[src/rtl/vga_timing_pkg.sv]
// Shared timing constants, polarity codes and helpers for the VGA timing generator.
package vga_timing_pkg;

    localparam logic SYNC_ACTIVE_LOW  = 1'b0;
    localparam logic SYNC_ACTIVE_HIGH = 1'b1;

    // 640x480@60
    localparam int VGA640_H_ACTIVE = 640;
    localparam int VGA640_H_FRONT  = 16;
    localparam int VGA640_H_SYNC   = 96;
    localparam int VGA640_H_BACK   = 48;
    localparam int VGA640_V_ACTIVE = 480;
    localparam int VGA640_V_FRONT  = 10;
    localparam int VGA640_V_SYNC   = 2;
    localparam int VGA640_V_BACK   = 33;

    // 800x600@72
    localparam int VGA800_H_ACTIVE = 800;
    localparam int VGA800_H_FRONT  = 56;
    localparam int VGA800_H_SYNC   = 120;
    localparam int VGA800_H_BACK   = 64;
    localparam int VGA800_V_ACTIVE = 600;
    localparam int VGA800_V_FRONT  = 37;
    localparam int VGA800_V_SYNC   = 6;
    localparam int VGA800_V_BACK   = 23;

    function automatic int axis_total(input int active, input int front, input int sync, input int back);
        return active + front + sync + back;
    endfunction

    function automatic bit axis_cfg_ok(input int active, input int front, input int sync, input int back,
                                       input int counter_size);
        return (active > 0) && (front > 0) && (sync > 0) && (back > 0) &&
               (axis_total(active, front, sync, back) <= (1 << counter_size));
    endfunction

endpackage

[src/rtl/vga_axis_counter.sv]
// One timing axis: position counter with registered sync/active flags derived
// from the next position, so flags and position always agree.
module vga_axis_counter
    import vga_timing_pkg::*;
#(
    parameter int   ACTIVE       = VGA640_H_ACTIVE,
    parameter int   FRONT        = VGA640_H_FRONT,
    parameter int   SYNC         = VGA640_H_SYNC,
    parameter int   BACK         = VGA640_H_BACK,
    parameter logic POL          = SYNC_ACTIVE_LOW,
    parameter int   COUNTER_SIZE = 11
) (
    input  logic                    control_clock,
    input  logic                    reset,
    input  logic                    step,
    output logic [COUNTER_SIZE-1:0] pos,
    output logic                    sync,
    output logic                    active,
    output logic                    wrap
);

    localparam int TOTAL = axis_total(ACTIVE, FRONT, SYNC, BACK);

    generate
        if (!axis_cfg_ok(ACTIVE, FRONT, SYNC, BACK, COUNTER_SIZE)) begin : g_cfg_err
            $error("vga_axis_counter: zero-length segment or total exceeds counter range");
        end
    endgenerate

    localparam logic [COUNTER_SIZE-1:0] LAST       = COUNTER_SIZE'(TOTAL - 1);
    localparam logic [COUNTER_SIZE-1:0] ACTIVE_END = COUNTER_SIZE'(ACTIVE);
    localparam logic [COUNTER_SIZE-1:0] SYNC_START = COUNTER_SIZE'(ACTIVE + FRONT);
    localparam logic [COUNTER_SIZE-1:0] SYNC_END   = COUNTER_SIZE'(ACTIVE + FRONT + SYNC);

    logic [COUNTER_SIZE-1:0] r_pos;
    logic                    r_sync;
    logic                    r_active;
    logic [COUNTER_SIZE-1:0] w_next;
    logic                    w_wrap;

    assign w_wrap = (r_pos == LAST);
    assign w_next = w_wrap ? '0 : r_pos + COUNTER_SIZE'(1);

    // Reset parks on the last back-porch position so the first step lands on 0.
    always_ff @(posedge control_clock or posedge reset) begin
        if (reset) begin
            r_pos    <= LAST;
            r_sync   <= ~POL;
            r_active <= 1'b0;
        end else if (step) begin
            r_pos    <= w_next;
            r_sync   <= ((w_next >= SYNC_START) && (w_next < SYNC_END)) ? POL : ~POL;
            r_active <= (w_next < ACTIVE_END);
        end
    end

    assign pos    = r_pos;
    assign sync   = r_sync;
    assign active = r_active;
    assign wrap   = w_wrap;

endmodule

[src/rtl/vga_timing_generator.sv]
// VGA sync/position generator: horizontal axis steps on enable, vertical axis
// steps when the horizontal axis wraps; strobes registered alongside position.
module vga_timing_generator
    import vga_timing_pkg::*;
#(
    parameter int   COUNTER_SIZE = 11,
    parameter int   H_ACTIVE     = VGA640_H_ACTIVE,
    parameter int   H_FRONT      = VGA640_H_FRONT,
    parameter int   H_SYNC       = VGA640_H_SYNC,
    parameter int   H_BACK       = VGA640_H_BACK,
    parameter int   V_ACTIVE     = VGA640_V_ACTIVE,
    parameter int   V_FRONT      = VGA640_V_FRONT,
    parameter int   V_SYNC       = VGA640_V_SYNC,
    parameter int   V_BACK       = VGA640_V_BACK,
    parameter logic H_SYNC_POL   = SYNC_ACTIVE_LOW,
    parameter logic V_SYNC_POL   = SYNC_ACTIVE_LOW
) (
    input  logic                    control_clock,
    input  logic                    reset,
    input  logic                    enable,
    output logic                    h_sync,
    output logic                    v_sync,
    output logic                    display_enable,
    output logic [COUNTER_SIZE-1:0] h_pos,
    output logic [COUNTER_SIZE-1:0] v_pos,
    output logic                    line_start,
    output logic                    frame_start
);

    logic w_h_wrap, w_v_wrap, w_h_active, w_v_active, w_v_step;
    logic r_line_start, r_frame_start;

    assign w_v_step = enable & w_h_wrap;

    vga_axis_counter #(
        .ACTIVE(H_ACTIVE), .FRONT(H_FRONT), .SYNC(H_SYNC), .BACK(H_BACK),
        .POL(H_SYNC_POL), .COUNTER_SIZE(COUNTER_SIZE)
    ) u_h_axis (
        .control_clock(control_clock), .reset(reset), .step(enable),
        .pos(h_pos), .sync(h_sync), .active(w_h_active), .wrap(w_h_wrap)
    );

    vga_axis_counter #(
        .ACTIVE(V_ACTIVE), .FRONT(V_FRONT), .SYNC(V_SYNC), .BACK(V_BACK),
        .POL(V_SYNC_POL), .COUNTER_SIZE(COUNTER_SIZE)
    ) u_v_axis (
        .control_clock(control_clock), .reset(reset), .step(w_v_step),
        .pos(v_pos), .sync(v_sync), .active(w_v_active), .wrap(w_v_wrap)
    );

    // Next h_pos is 0 exactly when h wraps; next v_pos is 0 when both wrap together.
    always_ff @(posedge control_clock or posedge reset) begin
        if (reset) begin
            r_line_start  <= 1'b0;
            r_frame_start <= 1'b0;
        end else if (enable) begin
            r_line_start  <= w_h_wrap;
            r_frame_start <= w_h_wrap & w_v_wrap;
        end
    end

    assign display_enable = w_h_active & w_v_active;
    assign line_start     = r_line_start;
    assign frame_start    = r_frame_start;

endmodule

[config.mk]
export PLATFORM = sky130hd
export DESIGN_NAME = vga_timing_generator
export DESIGN_NICKNAME = d
export VERILOG_FILES = /design/src/rtl/vga_timing_pkg.sv /design/src/rtl/vga_axis_counter.sv /design/src/rtl/vga_timing_generator.sv
export SDC_FILE = /design/constraint.sdc
export NUM_CORES = 1
export LEC_CHECK = 0
export ABC_CLOCK_PERIOD_IN_PS = 3400
export BUFFER_PORTS_ARGS = -buffer_cell sky130_fd_sc_hd__buf_2
export CAP_MARGIN = 20
export CORE_MARGIN = 2
export CORE_UTILIZATION = 25
export CTS_BUF_LIST = sky130_fd_sc_hd__clkbuf_2 sky130_fd_sc_hd__clkbuf_4 sky130_fd_sc_hd__clkbuf_8
export DETAILED_ROUTE_END_ITERATION = 8
export PLACE_DENSITY = 0.43
export SYNTH_ARGS = -nofsm -noshare
export SYNTH_HDL_FRONTEND = slang
export SYNTH_SLANG_ARGS = --single-unit
[constraint.sdc]
create_clock -name control_clock -period 3.4 [get_ports control_clock]
set_input_delay 0.17 -clock control_clock [delete_from_list [all_inputs] [get_ports control_clock]]
set_output_delay 0.17 -clock control_clock [all_outputs]
set_load 0.02 [all_outputs]
; ---- Yosys cells after proc, flatten, opt, wreduce, memory -nomap -nowiden
; Index checks and enable logic that the tools add are counted.
[classes]
n_addsub = 2
n_lt_le_gt_ge = 6
n_eq_ne = 2
n_mux = 4
bitwise = 3
reduce_logical = 2
[ops]
columns = op, count
row1 = $add A11 B1 Y11 const B, 2
row2 = $eq A11 B10 Y1 const B, 2
row3 = $lt A11 B10 Y1 const B, 2
row4 = $lt A11 B9 Y1 const B, 2
row5 = $mux W11, 2
row6 = $ge A11 B10 Y1 const B, 1
row7 = $ge A11 B9 Y1 const B, 1
row8 = $and A1 B1 Y1, 3
row9 = $logic_and A1 B1 Y1, 2
row10 = $mux W1, 2
[totals]
register_bits = 28
in_bits = 3
output_inout_bits = 27

; ---- Logic depth before layout (Yosys ltp)
; Gate-level depths: netlist of the first run.
[depth]
ltp_word = 5
mapped_depth = 7
depth_no_buf = 7

; ---- Hierarchy
; Synthesis of the first run repeated with hierarchy kept, for this count alone.
[hier_totals]
hier_cells = 189
hier_area_um2 = 1749.2
[by_module_without_submodules]
columns = mod, n_inst, cells_each, area_per_inst_um2, seq_area_each_um2
row1 = vga_axis_counter at u_h_axis, 1, 88, 835.8, 335.3
row2 = vga_axis_counter at u_v_axis, 1, 93, 824.5, 330.3
row3 = vga_timing_generator, 1, 8, 88.8, 50.0

; ---- Worst setup path before layout of the first run
; OpenSTA, ideal clock, no wires.
[synth_path]
path_type = register to register
startpoint = register u_h_axis.r_pos[5], in the netlist u_h_axis.pos[5]
endpoint = register u_v_axis.r_pos[4], in the netlist u_v_axis.pos[4]
arrival_ps = 2083
required_ps = 3266
path_slack_ps = 1182
path_stages_with_launch = 8
cell_sequence = dfrtp_1 buf_6 or4_4 or4_4 buf_6 a21o_2 nand2_1 o31ai_1
[synth_between]
elab_chain_len = 2
[synth_rtl]
columns = item, line_no
row1 = from (decl), vga_axis_counter.sv:35  ; logic [COUNTER_SIZE-1:0] r_pos;
row2 = from (signal assigned), vga_axis_counter.sv:51  ; r_pos <= w_next;
row3 = $eq A11 B10 Y1, vga_axis_counter.sv:41  ; assign w_wrap = (r_pos == LAST);
row4 = $and A1 B1 Y1, vga_timing_generator.sv:33  ; assign w_v_step = enable & w_h_wrap;
row5 = to (signal assigned), vga_axis_counter.sv:51
row6 = to (decl), vga_axis_counter.sv:35
; No other way between the ends.
; A chain may end at the register's enable or synchronous reset.

; ---- Worst setup path in the final report of the first run
[layout_path]
startpoint = register u_h_axis.r_pos[5], in the netlist u_h_axis.pos[5]
endpoint = register u_v_axis.r_pos[10], in the netlist u_v_axis.pos[10]
; Same word-level chain as after synthesis.

==> run metrics, run 1 <==
diode count=0; CTS tree=yes; synth warn=0; unrepaired setup endpoints after global routing=no; CP Capture Type=flop; peak fanout along the critical path=11; Detailed Route Iter0 Violations=just under 100; final-report max-slew violation count=0; synthesized area per cell=just over 9 um2; IO Pins=30; arrival time worst endpoint=roughly 2.5 ns; Die X=a little under 90 um; Post-Syn Nets=199; RR Endpoint=u_v_axis.pos[10]; flop-to-flop setup slack=around 1.1 ns; Worst Hold Launch=enable; Row Count=30; final worst slack=1.12 ns; clk buf depth=2; WP data required=~3.6 ns; Residual DRC=0; FFs w/ async S/R, synth=100%; Synth top area share=approximately 23%; die area=0.00767 mm2; Final Wtd Congestion=between 0.7 and 0.8; worst-margin pin slew=just over 0.6 ns; WS Path Type=reg2reg; max_slew headroom=~58%; Post-synth EDFFs=0; fin nets=around 230; synthesis-stage register bit count=28; vias in the first global route=around 1,400; Worst-Skew Late Latency=0.28 ns; register area share after synthesis=about two fifths; clk root buf=clkbuf_8; peak supply drop=292 uV; cell area after synthesis=between 0.0015 and 0.002 mm2; hold crit path type=in2reg; via/cell ratio=~4.8; I/O Buffers=29; total iterations of the first detailed-routing run=4; met2 track demand over resource=approximately 18%; All-Layer GR Usage=12.7%; core area=approximately 0.0068 mm2; share of layout cells above drive strength 1=about a quarter; P&R area growth vs syn=19.1%; Yosys cell types=between 40 and 50; Final Hold Vio Count=0; met3 GRT Util=between 1 and 1.5%; number of routed nets with antenna violations=0; worst r2r src=u_h_axis.pos[5]; met1 Use GR=between 10% and 20%; worst slack, placed=about 1.1 ns; clock sinks=28; leakage power=~0.82 nW; routed len/inst=approximately 14 um; WL final=4.55 mm; Layout Skew=0.00400 ns; R2R cell count=4; vias post-DR=1,516; crit path to=u_v_axis.pos[10]; Post-Synthesis Cells=roughly 190; top cells by area, synth=dfrtp_1, dfstp_2, xnor2_1; CP Launch Point=u_h_axis.pos[5]; Critical Path Source Type=flop; post-synth top area cell=dfrtp_1; GR peak layer=met1; H-tree levels=1; die height=a little under 90 um; first-pass GRT wire length=between 7 and 8 mm; antenna violations before repair=0; setup bufs post-CTS=0; final setup TNS=0 ns; f_max=439 MHz; largest net degree at the start of global routing=25; number of max-cap violations=0; Starting Density=25.7%; main flop type after synthesis=dfrtp_1; period utilization=approximately 67%; status=finished, final reports clean; clock slew seen by the registers of the worst setup and hold paths=0.11 ns; dpl hpwl=between 3 and 4 mm; power per cell area=roughly 480 mW/mm2; crit path time final=between 2 and 2.5 ns; Setup violations, final=0; CTS Buf Count=3; total global routing overflow=0
==> worst min path at each step <==
stage | depth (start not counted) | endpoint | slack [ns]
after floorplan | 1 | frame_start | 0.23
after global placement | 2 | u_v_axis.pos[1] | 0.46
after detailed placement | 2 | u_v_axis.pos[1] | 0.45
after CTS | 2 | u_v_axis.pos[5] | 0.14
after global routing | 3 | u_h_axis.pos[2] | 0.29
final | 3 | u_h_axis.pos[9] | 0.26
==> registers in the layout, indices dropped and copies added, names as in the netlist <==
signal           cells
frame_start          1
u_v_axis.pos        11
line_start           1
u_h_axis.pos        11
u_v_axis.active      1
u_h_axis.sync        1
u_v_axis.sync        1
u_h_axis.active      1
==> layer usage <==
layer / part of all wire, % / wire (um)
met5: 0 / 0
met2: 43 / 1950
met3: 2.5 / 114
met1: 53 / 2400
met4: 1.7 / 77
==> synthesized netlist by cell type (2+ instances only) <==
cell type / instances
o21ai_0: 17
dfrtp_1: 16
nand2_1: 16
nor2_1: 13
dfstp_2: 12
xnor2_1: 12
nand3_1: 10
inv_1: 9
nand4_1: 7
clkbuf_1: 6
nor3_1: 6
nor4_1: 6
a21oi_1: 5
and3_1: 4
o31ai_1: 4
xor2_1: 4
a31oi_1: 3
ha_1: 3
and2_1: 2
buf_2: 2
buf_6: 2
nand4b_1: 2
nor3_2: 2
nor3b_1: 2
o21bai_1: 2
o22ai_1: 2
or4_4: 2
==> metrics by stage <==
stage	hold WS (ns)	instance area, um2	power (mW)	instances	util (%)
after floorplan	0.227	1750	0.661	193	-
after global placement	0.456	1970	0.738	310	29.0
after detailed placement	0.450	1970	0.736	310	29.0
after CTS	0.144	2040	1.02	314	30.1
after global routing	0.293	2080	1.07	316	30.6
final	0.255	2080	1.01	316	30.6
==> area by class of cell <==
cell class | count | area [um2]
Multi-Input combinational cell | 146 | 942
Sequential cell | 28 | 716
Tap cell | 96 | 120
Clock buffer | 3 | 41.3
Fill cell | 735 | 4710
Timing Repair Buffer | 33 | 198
Clock inverter | 1 | 30.0
Inverter | 9 | 33.8
==> layout by cell type (no fill, tap or decap), types with 7 or more instances in the layout <==
master and n:
o21ai_0 17, buf_2 29, nand4_1 7, nor2_1 13
xnor2_1 12, dfstp_2 12, nand3_1 10, inv_1 9
nand2_1 16, dfrtp_1 16
==> report_power, final <==
group          switching (mW)  internal (mW)  total [mW]
Combinational           0.159         0.0985       0.258
Clock                   0.116          0.158       0.274
Sequential             0.0772          0.398       0.475
Total                   0.353          0.654        1.01
==> worst max-delay path, stage by stage (launching register included) <==
cell and delay [ns]:
dfrtp_1 0.51, or4_4 0.62, or4_4 0.59, nor4_2 0.32, xor2_1 0.16
==> logic make-up (layout without fill, tap and decap cells) <==
group / Yosys count / after routing / share of synthesized area (%)
flip-flops: 28 / 28 / 41.0
buffers and inverters: 19 / 46 / 5.09
AO/OA/AOI/OAI: 43 / 43 / 16.0
multiplexers: 1 / 1 / 0.573
XOR/XNOR: 16 / 16 / 8.02
AND/OR/NAND/NOR: 83 / 83 / 27.2
adder cells (fa/ha/maj): 3 / 3 / 2.15
==> repair_timing <==
| action | CTS | global route |
|---|---|---|
| endpoints found under the hold margin | 0 | 1 |
| hold buffers | 0 | 1 |
| gates resized for setup | 0 | 0 |
| endpoints found under the setup margin | 0 | 0 |
No activity file was read; power rests on OpenSTA's default activity.
==> run 2: changes to the inputs <==
Settings changed: ABC_AREA set to 1, ABC_CLOCK_PERIOD_IN_PS 3400 to 2200.
Clock period 3.4 ns to 2.2 ns, I/O delays scaled along.
==> run 2 against run 1 <==
  * Critical path depth grew 3
  * Design area grew 0.18%
  * Critical path type unchanged
  * Power grew 69%
  * Core utilization shrank 0.11 points
  * Largest cell class unchanged
  * Sequential power grew 65%
  * Critical endpoint is now u_v_axis.pos[3]
  * Via count grew 7.4%
==> run metrics, run 2 <==
peak supply drop=between 200 and 250 uV; number of routed nets with antenna violations=0; Reg power frac=46.1%; clk root buf=clkbuf_8; Worst path max stage delay=0.57 ns; Critical Path Stages=7; FFs w/ async S/R, synth=100%; Detailed Route Iter0 Violations=90; leakage power=1.02 nW; worst slack, placed=0.289 ns; largest net degree at the start of global routing=29; synthesized area per cell=between 7 and 8 um2; peak fanout along the critical path=18; H-tree levels=1; WS Path Type=reg2reg; WP data required=~2.4 ns; crit path time final=1.91 ns; antenna violations before repair=0; CP Capture Type=flop; Worst-Skew Late Latency=about 0.27 ns; CTS tree=yes; worst-margin pin slew=~0.37 ns; post-CTS sizing=0; power per cell area=between 800 and 900 mW/mm2; clock slew seen by the registers of the worst setup and hold paths=around 0.10 ns; status=finished, final reports clean; P&R area growth vs syn=17.2%; Final Hold Vio Count=0; most frequent cells in the layout=nand2_1, nor2_1, buf_2, nand3_1, inv_1; Starting Density=between 20% and 30%; Internal=1.01 mW; net switching power=around 0.69 mW; register area share after synthesis=between 40% and 50%; CP Buf/Inv Count=1; IO Pins=30; Residual DRC=0; dpl hpwl=between 3 and 4 mm; Yosys cell types=27; CTS Buf Count=3; Layout Skew=approximately 0.0032 ns; die area=about 0.0078 mm2; synthesis-stage register bit count=28; number of max-cap violations=0; arrival time worst endpoint=2.10 ns; Die X=between 80 and 90 um; total global routing overflow=0; final core occ=a little under a third; I/O Buffers=29; final instance area=0.00208 mm2; Most Frequent Cell on Critical Path=nor2_4; crit-path cells=ha_1, nand2_2, nor2_4, nand3_4, nor2_4, inv_2, o31ai_1; synth warn=0; clk buf depth=2; most common cell in the netlist=nand2_1; first-pass GRT wire length=7.69 mm; Row Count=30; R2R cell count=7; routed len/inst=11.9 um; period utilization=between 80 and 90%; cell area after synthesis=0.00178 mm2; Synth top area share=22.5%; CP top delay family=simple AND/OR/NAND/NOR gates; area post-placement=around 0.0020 mm2; top cells by area, synth=dfrtp_1, dfstp_2, nand2_1; Post-Synthesis Cells=254; WL final=about 4.5 mm; total iterations of the first detailed-routing run=6; die height=88.4 um; Final Wtd Congestion=~0.85; clock sinks=28; Post-Syn Nets=260; commonest non-fill, non-tap cell in the layout=nand2_1; Post-synth EDFFs=0; Setup violations, final=0; final worst slack=0.290 ns; fin nets=291; vias in the first global route=1,614; share of layout cells above drive strength 1=a little over 20%; Slowest cell on crit path=dfstp_2; diode count=0; unrepaired setup endpoints after global routing=no; final-report max-slew violation count=0; main flop type after synthesis=dfrtp_1; post-synth top area cell=dfrtp_1; switching power share of the total=between 40 and 50%; final setup TNS=0 ns; via/cell ratio=4.28; All-Layer GR Usage=about an eighth; dpl cells=375; Critical Path Source Type=flop; Comb pwr share=34.5%; worst hold path depth=3; final std cells w/o fill=380; vias post-DR=1,628; max_slew headroom=between 70% and 80%; fillers=just under 800; Synth top cells by count=nand2_1, nor2_1, nand3_1, inv_1, dfrtp_1; f_max=between 500 and 600 MHz; clock network fraction of total power=approximately a fifth; core area=0.00683 mm2; hold crit path type=in2reg
==> run 2: changes by cell type after synthesis, sizes merged, moves of 4 or more <==
cell and change:
nor3 -8, and3 -4, clkbuf -4, nor4 -7
nor2 +29, nand2 +64, inv +21, nand3 +19
xnor2 -11
==> run 2: worst min-delay path, cell delays in order <==
cell     delay, ns
buf_2         0.18
nand3_1       0.11
nand2_1       0.05
==> run 2: final cells by class <==
type	count	area [um2]	area share, %
multi-input combinational	190	911	43.7
sequential	28	716	34.3
timing repair buffer	32	170	8.16
tap	96	120	5.76
inverter	30	113	5.40
clock buffer	4	55.1	2.64
==> run 2: logic make-up (layout without fill, tap and decap cells) <==
logic type,after synthesis,count (layout),share of synthesized area [%]
xor gates and xnor gates,7,7,3.45
DFF,28,28,40.2
adders and majority gates,3,3,2.11
AOI/OAI and AO/OA,24,24,7.88
buffers and inverters,36,66,8.58
and+or+nand+nor,156,156,37.8
==> run 2: worst paths after layout <==
check	start	slack (ns)	endpoint
min in group asynchronous	reset	0.44	u_v_axis.pos[0]
worst min register to register	u_h_axis.pos[1]	0.49	u_h_axis.pos[1]
worst min-delay path	enable	0.17	u_h_axis.pos[1]
worst max-delay path	u_h_axis.pos[0]	0.29	u_v_axis.pos[3]
max in group asynchronous	reset	1.46	u_v_axis.pos[3]
worst max register to register	u_h_axis.pos[0]	0.29	u_v_axis.pos[3]
==> run 2: timing repair <==
action | in CTS | in global routing
endpoints found under the hold margin | 16 | 0
hold buffers | 1 | 0
setup buffers | 0 | 0
==> run 2: layer usage <==
layer	vias to the layer above	track usage, %	routed length, um
met5	-	0	0
met4	0	3.17	45
met3	6	2.43	182
met2	34	21.9	2140
met1	733	15.8	2160
li1	855	-	-
==> run 2: power groups by stage <==
| stage | Combinational, mW | Clock (mW) | Sequential, mW |
|---|---|---|---|
| after global placement | 0.598 | 0 | 0.797 |
| after CTS | 0.597 | 0.340 | 0.786 |
| final | 0.587 | 0.329 | 0.784 |
| after detailed placement | 0.592 | 0 | 0.794 |
| after global routing | 0.676 | 0.360 | 0.808 |
| after floorplan | 0.339 | 0 | 0.860 |
==> run 2: through the flow <==
stage	hold WS, ns	power (mW)
floorplan	0.167	1.20
global placement	0.207	1.39
detailed placement	0.209	1.39
CTS	0.168	1.72
global route	0.195	1.84
finish	0.168	1.70
